## config.mk

```make
export PLATFORM = sky130hd
export DESIGN_NAME = seq_shifter_flat
export DESIGN_NICKNAME = d
export VERILOG_FILES = /design/src/rtl/seq_shifter_if.sv /design/src/rtl/seq_shifter.sv /design/src/flat_wrapper.sv
export SDC_FILE = /design/constraint.sdc
export NUM_CORES = 1
export LEC_CHECK = 0
export ABC_AREA = 1
export CAP_MARGIN = 15
export CORE_ASPECT_RATIO = 1.75
export CORE_UTILIZATION = 52
export CTS_CLUSTER_DIAMETER = 120
export DETAILED_ROUTE_END_ITERATION = 10
export GPL_ROUTABILITY_DRIVEN = 0
export PLACE_DENSITY = 0.83
export SETUP_SLACK_MARGIN = 0.3
export SYNTH_ARGS = -nofsm -noshare
export SYNTH_HDL_FRONTEND = slang
export SYNTH_SLANG_ARGS = --single-unit
```

## constraint.sdc

```tcl
create_clock -name clk -period 2.3 [get_ports clk]
set_clock_uncertainty 0.1 [all_clocks]
set_input_delay 0.46 -clock clk [delete_from_list [all_inputs] [get_ports clk]]
set_output_delay 0.46 -clock clk [all_outputs]
set_load 0.005 [all_outputs]
```

## src/rtl/seq_shifter_if.sv

```systemverilog
// rtl/seq_shifter_if.sv - request/response bundle for seq_shifter
// Ports (slave view):
//   in_valid, a, amt, mode, out_ready : requester -> shifter
//   in_ready, out_valid, result, err  : shifter -> requester
interface seq_shifter_if #(
    parameter int WIDTH = 24,
    parameter int NW    = 5
);
    logic             in_valid;
    logic             in_ready;
    logic [WIDTH-1:0] a;
    logic [NW-1:0]    amt;
    logic [1:0]       mode;
    logic             out_valid;
    logic             out_ready;
    logic [WIDTH-1:0] result;
    logic             err;

    modport master (
        output in_valid, a, amt, mode, out_ready,
        input  in_ready, out_valid, result, err
    );

    modport slave (
        input  in_valid, a, amt, mode, out_ready,
        output in_ready, out_valid, result, err
    );
endinterface

```

## src/rtl/seq_shifter.sv

```systemverilog
// rtl/seq_shifter.sv - multi-cycle shifter, up to STEP bit positions per clock
// Ports:
//   clk  : sole clock, rising edge
//   rst  : asynchronous active-high reset
//   bus  : seq_shifter_if.slave (in_valid/in_ready/a/amt/mode request,
//          out_valid/out_ready/result/err response)
// mode: 00 SLL, 01 SRL, 10 SRA, 11 ROL
// Optional feature macro: SEQ_SHIFTER_ROTATE_EN enables ROL; without it
// mode 11 returns a unchanged with err=1 after one cycle.
module seq_shifter #(
    parameter int WIDTH = 24,
    parameter int NW    = 5,
    parameter int STEP  = 4
) (
    input  logic        clk,
    input  logic        rst,
    seq_shifter_if.slave bus
);
    typedef enum logic [1:0] {
        IDLE  = 2'd0,
        SHIFT = 2'd1,
        DONE  = 2'd2
    } state_t;

    state_t           state;
    logic [WIDTH-1:0] work;
    logic [NW-1:0]    rem;
    logic [1:0]       mode_r;
    logic             in_ready_r;
    logic             out_valid_r;
    logic             err_r;

    logic [NW-1:0]    step_n;
    logic [WIDTH-1:0] shifted;

    // Positions to move this cycle: min(remaining, STEP).
    always_comb begin
        step_n = rem;
        if (32'(rem) > STEP) begin
            step_n = NW'(STEP);
        end
    end

    // One partial shift of the working register. Repeating partial shifts
    // naturally saturates SLL/SRL to 0 and SRA to sign bits once the total
    // reaches WIDTH, and wraps ROL modulo WIDTH.
    always_comb begin
        shifted = work;
        case (mode_r)
            2'b00:   shifted = work << step_n;
            2'b01:   shifted = work >> step_n;
            2'b10:   shifted = $signed(work) >>> step_n;
`ifdef SEQ_SHIFTER_ROTATE_EN
            2'b11:   shifted = (work << step_n) | (work >> (WIDTH - 32'(step_n)));
`endif
            default: shifted = work;
        endcase
    end

    always_ff @(posedge clk or posedge rst) begin
        if (rst) begin
            state       <= IDLE;
            work        <= '0;
            rem         <= '0;
            mode_r      <= 2'b00;
            in_ready_r  <= 1'b1;
            out_valid_r <= 1'b0;
            err_r       <= 1'b0;
        end else begin
            case (state)
                IDLE: begin
                    if (bus.in_valid) begin
                        work       <= bus.a;
                        rem        <= bus.amt;
                        mode_r     <= bus.mode;
                        err_r      <= 1'b0;
                        in_ready_r <= 1'b0;
`ifndef SEQ_SHIFTER_ROTATE_EN
                        if (bus.mode == 2'b11) begin
                            rem         <= '0;
                            err_r       <= 1'b1;
                            out_valid_r <= 1'b1;
                            state       <= DONE;
                        end else
`endif
                        if (bus.amt != '0) begin
                            state <= SHIFT;
                        end else begin
                            out_valid_r <= 1'b1;
                            state       <= DONE;
                        end
                    end
                end
                SHIFT: begin
                    work <= shifted;
                    rem  <= rem - step_n;
                    if (rem == step_n) begin
                        out_valid_r <= 1'b1;
                        state       <= DONE;
                    end
                end
                DONE: begin
                    // Accept waits until IDLE is visible, so no back-to-back
                    // accept on the retiring edge.
                    if (bus.out_ready) begin
                        out_valid_r <= 1'b0;
                        in_ready_r  <= 1'b1;
                        err_r       <= 1'b0;
                        state       <= IDLE;
                    end
                end
                default: begin
                    out_valid_r <= 1'b0;
                    in_ready_r  <= 1'b1;
                    state       <= IDLE;
                end
            endcase
        end
    end

    assign bus.in_ready  = in_ready_r;
    assign bus.out_valid = out_valid_r;
    assign bus.result    = work;
    assign bus.err       = err_r;
endmodule

```

## src/flat_wrapper.sv

```systemverilog
// flat-port wrapper written by rule: the top's interface ports become plain ports
module seq_shifter_flat 
#(
    parameter int WIDTH = 24,
    parameter int NW    = 5,
    parameter int STEP  = 4
)
  (clk, rst, bus_in_valid, bus_a, bus_amt, bus_mode, bus_out_ready, bus_in_ready, bus_out_valid, bus_result, bus_err);
  seq_shifter_if #(.WIDTH(WIDTH), .NW(NW)) bus_i ();
  input  logic clk;
  input  logic rst;
  input wire logic [$bits(bus_i.in_valid)-1:0] bus_in_valid;
  input wire logic [$bits(bus_i.a)-1:0] bus_a;
  input wire logic [$bits(bus_i.amt)-1:0] bus_amt;
  input wire logic [$bits(bus_i.mode)-1:0] bus_mode;
  input wire logic [$bits(bus_i.out_ready)-1:0] bus_out_ready;
  output wire logic [$bits(bus_i.in_ready)-1:0] bus_in_ready;
  output wire logic [$bits(bus_i.out_valid)-1:0] bus_out_valid;
  output wire logic [$bits(bus_i.result)-1:0] bus_result;
  output wire logic [$bits(bus_i.err)-1:0] bus_err;
  assign bus_i.in_valid = bus_in_valid;
  assign bus_i.a = bus_a;
  assign bus_i.amt = bus_amt;
  assign bus_i.mode = bus_mode;
  assign bus_i.out_ready = bus_out_ready;
  assign bus_in_ready = bus_i.in_ready;
  assign bus_out_valid = bus_i.out_valid;
  assign bus_result = bus_i.result;
  assign bus_err = bus_i.err;
  seq_shifter #(.WIDTH(WIDTH), .NW(NW), .STEP(STEP)) u_core (.clk(clk), .rst(rst), .bus(bus_i));
endmodule
```

* Yosys cells after proc, flatten, opt, wreduce, memory -nomap -nowiden
Cells that the tools add are included.
** Word-level totals
- Bits in registers :: 36
- Logic and storage cells :: 61
** Cells by class
- Add/sub/neg operators :: 1
- Order comparisons :: 1
- Equality and inequality tests :: 11
- Shifts and indexed selects :: 3
- Muxes and demuxes :: 25
- Bitwise gates (word level) :: 1
- Reduce and logical (&&, ||, !) cells :: 12
** Operator list (count)
- 24-bit case mux with 3 select lines :: 1
- 24-bit case mux with 2 select lines :: 1
- 24-bit 2-to-1 mux :: 1
- 24-bit by 5-bit << shifter with 24-bit output :: 1
- 24-bit by 5-bit right shift with 24-bit output :: 1
- 24-bit by 5-bit >>> shifter with 24-bit output :: 1
- 5-bit 2-to-1 mux :: 3
- 3-bit AND reduction :: 4
- 2-bit 2-to-1 mux :: 5
- 5-bit case mux with 2 select lines :: 1
- 1-bit 2-to-1 mux :: 9
- 2-bit equality test (second input constant) :: 3
- 1-bit case mux with 3 select lines :: 2
- 2-bit case mux with 3 select lines :: 1
- 5-bit equality test :: 1
- 5-bit by 3-bit greater-than comparator with 1-bit output (second input constant) :: 1
- 5-bit nonzero test :: 1
- 5-bit subtractor :: 1
- 2-bit by 1-bit equality test with 1-bit output (second input constant) :: 2
- 2-bit zero test :: 2
- 2-bit inequality test (second input constant) :: 2
- 4-bit inequality test (second input constant) :: 1
- 2-bit AND reduction :: 2
- 4-bit AND reduction :: 1
- 5 further kinds :: 6

* Logic depth before layout (Yosys ltp)
- Word-level depth :: 5
- Mapped depth :: 14
- Mapped depth without buffers :: 13

* Least setup slack after synthesis
Ideal clock, no wire load.
- Path kind :: register to register
- From :: reg u_core.mode_r[0]
- To :: reg u_core.work[13], in the netlist u_core.bus.result[13]
- Arrival time :: 1.594 ns
- Data required time :: 2.135 ns
- Slack :: 0.541 ns
- Cell stages (with the launch flop) :: 10
- Buffers on the path :: 1
- Period minus slack after synthesis :: 1.759 ns
- Cells stage by stage :: dfrtp_1 > inv_1 > ha_1 > inv_1 > nor2_1 > clkbuf_1 > nand3_1 > nand4_1 > nand2_1 > nand2_1
** Between the ends
- Word-level cells in the longest chain between the ends :: 3
- Elaborated cells between the ends (all ways) :: 7
** RTL lines
- from (decl) :: RTL line seq_shifter.sv:28 : logic [1:0] mode_r;
- from (signal assigned) :: RTL line seq_shifter.sv:75 : mode_r <= bus.mode;
- 2-bit equality test (tied with other cells) :: RTL line seq_shifter.sv:49 : case (mode_r)
- 24-bit case mux with 3 select lines or 4-bit inequality test (tied branches)
- 24-bit case mux with 2 select lines or 3-bit AND reduction (tied branches)
- to (signal assigned) :: RTL line seq_shifter.sv:73 : work <= bus.a;
- to (signal assigned) :: RTL line seq_shifter.sv:95 : work <= shifted;
- to (decl) :: RTL line seq_shifter.sv:26 : logic [WIDTH-1:0] work;
Parallel ways exist; a longest one is shown, timed or not.
A chain may end at the register's enable or synchronous reset.

* Worst setup path after layout
- From :: reg u_core.rem[4]
- To :: reg u_core.work[17], in the netlist u_core.bus.result[17]
** Between the ends
- Word-level cells in the longest chain between the ends :: 5
- Elaborated cells between the ends (all ways) :: 7
** RTL lines
- from (decl) :: RTL line seq_shifter.sv:27 : logic [NW-1:0] rem;
- from (signal assigned) :: RTL line seq_shifter.sv:74 : rem <= bus.amt;
- from (signal assigned) :: RTL line seq_shifter.sv:96 : rem <= rem - step_n;
- 5-bit by 3-bit greater-than comparator with 1-bit output :: RTL line seq_shifter.sv:39 : if (32'(rem) > STEP) begin
- 5-bit 2-to-1 mux * :: RTL line seq_shifter.sv:39
- 24-bit by 5-bit >>> shifter with 24-bit output (tied with other cells) :: RTL line seq_shifter.sv:52 : 2'b10: shifted = $signed(work) >>> step_n;
- 24-bit case mux with 3 select lines * :: RTL line seq_shifter.sv:49
- 24-bit case mux with 2 select lines * :: RTL line seq_shifter.sv:70 : case (state)
Mark *: on every way between the ends. The rest lies on a longest branch, timed or not.

==> results.txt <==
ranking of synthesized cells by area = dfrtp_1, nand2_1, nand3_1, nor2_1, inv_1
DRT Wirelength = 15.0 mm
share of cells above drive strength 1 = 0.152
Initial Util = 0.537
worst-path fanout max = 43
GRT overflow = 0
Routed WL per cell = 18.6 µm
M1 WL = 4.82 mm
routed length on met2 = 7.32 mm
FP Rows = 40
largest net degree at the start of global routing = 44
Setup crit end kind = flip-flop
total power = 0.00949 W
CORE AREA = 0.00681 mm²
syn_area_per_cell = 5.75 µm²
top_reg_cell synth = dfrtp_1
Die X = 65.4 µm
area delta synth->final = 36.3%
Syn Inst Count = 636
hold crit path type = flip-flop to flip-flop
worst skew pair latency = 300 ps
Clock Path Buffers = 2
H-tree depth = 2
status = finished, final reports clean
crit path kind = flip-flop to flip-flop
Worst setup SP type = flip-flop
CP Data Required Time = 2390 ps
die boundary height = 113 µm
Setup Viol. Count Final = 0
# fillers = 576
hold_sp = u_core.bus.result[15]
final worst path period need = 2050 ps
initial antenna violation count = 0
Synth Register Bits = 36
post-synthesis sequential area ratio = 0.247
vias in the first global route = 4594
maximum vdd drop = 1070 µV
Setup crit start = u_core.rem[4]
post-synth top area share = 0.240
RR Startpoint = u_core.rem[4]
area of the multi-input gates = 0.00252 mm²
Max Clk Rate = 487 MHz
yosys warns = 0
max_cap viols = 0
crit share post-route = 0.893
fraction of registers with async set/reset = 1.00
Critical Path AT = 2150 ps
Setup TNS = 0 ps
Unique masters post-synth = 41
Antenna Cells = 0
TritonRoute pass-1 iters = 6
CTS tree = built
Vias/cell = 6.22
leak pwr = 2.45 nW
DRC = 0
PD cells = 1910 mW/mm²
Die ar. = 0.00738 mm²
vias post-DR = 5016
Initial DRC Count = 768
layout net count = 760
I/O pin count = 62
utilization after layout = 0.732
number of flops mapped to enable cells by yosys = 0
Hold-fix buffers, CTS = 0
Synth area leader = dfrtp_1
register area = 906 µm²
total CTS buffers = 5
met3 wire length = 1.34 mm
global-route usage over all layers = 0.406
max-slew violations = 0
clock sink count = 36
Mapped Area = 0.00365 mm²
Fin. Hold Viols = 0
dpl hpwl = 9.59 mm
IO Port Bufs = 61
CTS clock-pin slew for the worst setup and hold paths = 60 ps
Mapped Nets = 675
first-pass GRT wire length = 22.5 mm
root buffer cell = clkbuf_16
unrepaired setup endpoints after global routing = true
Max Used Layer = met4
ANT nets after route = 0
-- final cells by class --
type                       count  area share
tap                           84      0.0211
inverter                      62      0.0503
multi-input combinational    512       0.507
clock inverter                 3     0.00930
timing repair buffer         104       0.206
sequential                    36       0.182
clock buffer                   5      0.0251
-- metal layers --
layer / vias up / global-route usage
met5: - / 0
met4: 0 / 0.325
met3: 149 / 0.108
met2: 383 / 0.669
met1: 2231 / 0.420
li1: 2253 / -
-- worst max-delay path, stage by stage (launching register included) --
cell       delay [ps]
dfrtp_2           460
nor2_8            210
nand3_2           190
buf_12            240
nand3_1           140
nand3_1           110
o2111ai_1         180
nand2_1           170
nand2_1            90
nand2_1            50
-- cell usage in the layout (no fill, tap or decap), types with 4 or more instances in the layout --
| cell type | n |
|---|---|
| nand2_1 | 199 |
| o211ai_1 | 6 |
| nand2_2 | 18 |
| nor2_2 | 4 |
| buf_12 | 5 |
| o21ai_2 | 6 |
| buf_4 | 35 |
| nor2_1 | 76 |
| o21ai_1 | 16 |
| clkbuf_16 | 6 |
| inv_1 | 54 |
| o21ai_0 | 24 |
| nor2_4 | 4 |
| clkdlybuf4s50_1 | 61 |
| nand4_1 | 8 |
| a21oi_1 | 17 |
| nand3_1 | 97 |
| dfrtp_1 | 32 |
-- cells in the mapped netlist, types with 3 or more instances --
cell,number
a21oi_1,19
inv_1,59
nand4_1,8
buf_4,3
ha_1,4
clkbuf_1,9
buf_6,3
nor2_1,81
nand2_2,7
dfrtp_1,35
o21ai_1,14
buf_2,11
a31oi_1,4
nand3b_1,3
nand3_1,98
o211ai_1,6
nand2_1,211
o22ai_1,3
o21ai_0,31
-- registers in the layout (all words and copies together), names as in the netlist --
signal,flops
u_core.bus.err,1
u_core.bus.result,24
u_core.mode_r,2
u_core.bus.in_ready,1
u_core.state,2
u_core.bus.out_valid,1
u_core.rem,5
-- final timing paths --
kind / end / slack, ps / depth (start not counted)
hold reg to reg: u_core.bus.result[15] / 410 / 2
setup / recovery: u_core.bus.result[17] / 250 / 9
setup reg to reg: u_core.bus.result[17] / 250 / 9
min in group asynchronous: u_core.bus.result[21] / 480 / 3
hold / removal: u_core.bus.result[15] / 410 / 2
max in group asynchronous: u_core.rem[4] / 1250 / 3
-- cells by family after synthesis --
kind of cell	count (synthesis)	synth area share
buffers and inverters	91	0.110
AOI/OAI and AO/OA	86	0.132
and+or+nand+nor	418	0.497
other	1	0.00103
DFF	36	0.247
adders and majority gates	4	0.0137
-- per-stage QoR --
stage,hold WS (ps),worst slack [ps],area (µm²),instances
final,413,246,4980,806
after global routing,443,147,4980,806
after floorplan,389,541,3650,636
after global placement,388,185,4390,772
after CTS,416,290,4660,788
after detailed placement,397,109,4390,772
-- where the power goes --
| part | internal (W) | total (W) | leakage, nW | switching [W] |
|---|---|---|---|---|
| sequential | 0.000985 | 0.00145 | 0.431 | 0.000464 |
| combinational | 0.00276 | 0.00721 | 1.93 | 0.00446 |
| clock | 0.000516 | 0.000829 | 0.0804 | 0.000313 |
-- repair_timing --
action,CTS,global route
endpoints found under the hold margin,0,0
endpoints found under the setup margin,23,28
buffers inserted,6,16
gates cloned,2,2
pin swaps,3,8
resized for setup,7,54
Power figures use the tool's default switching activity.
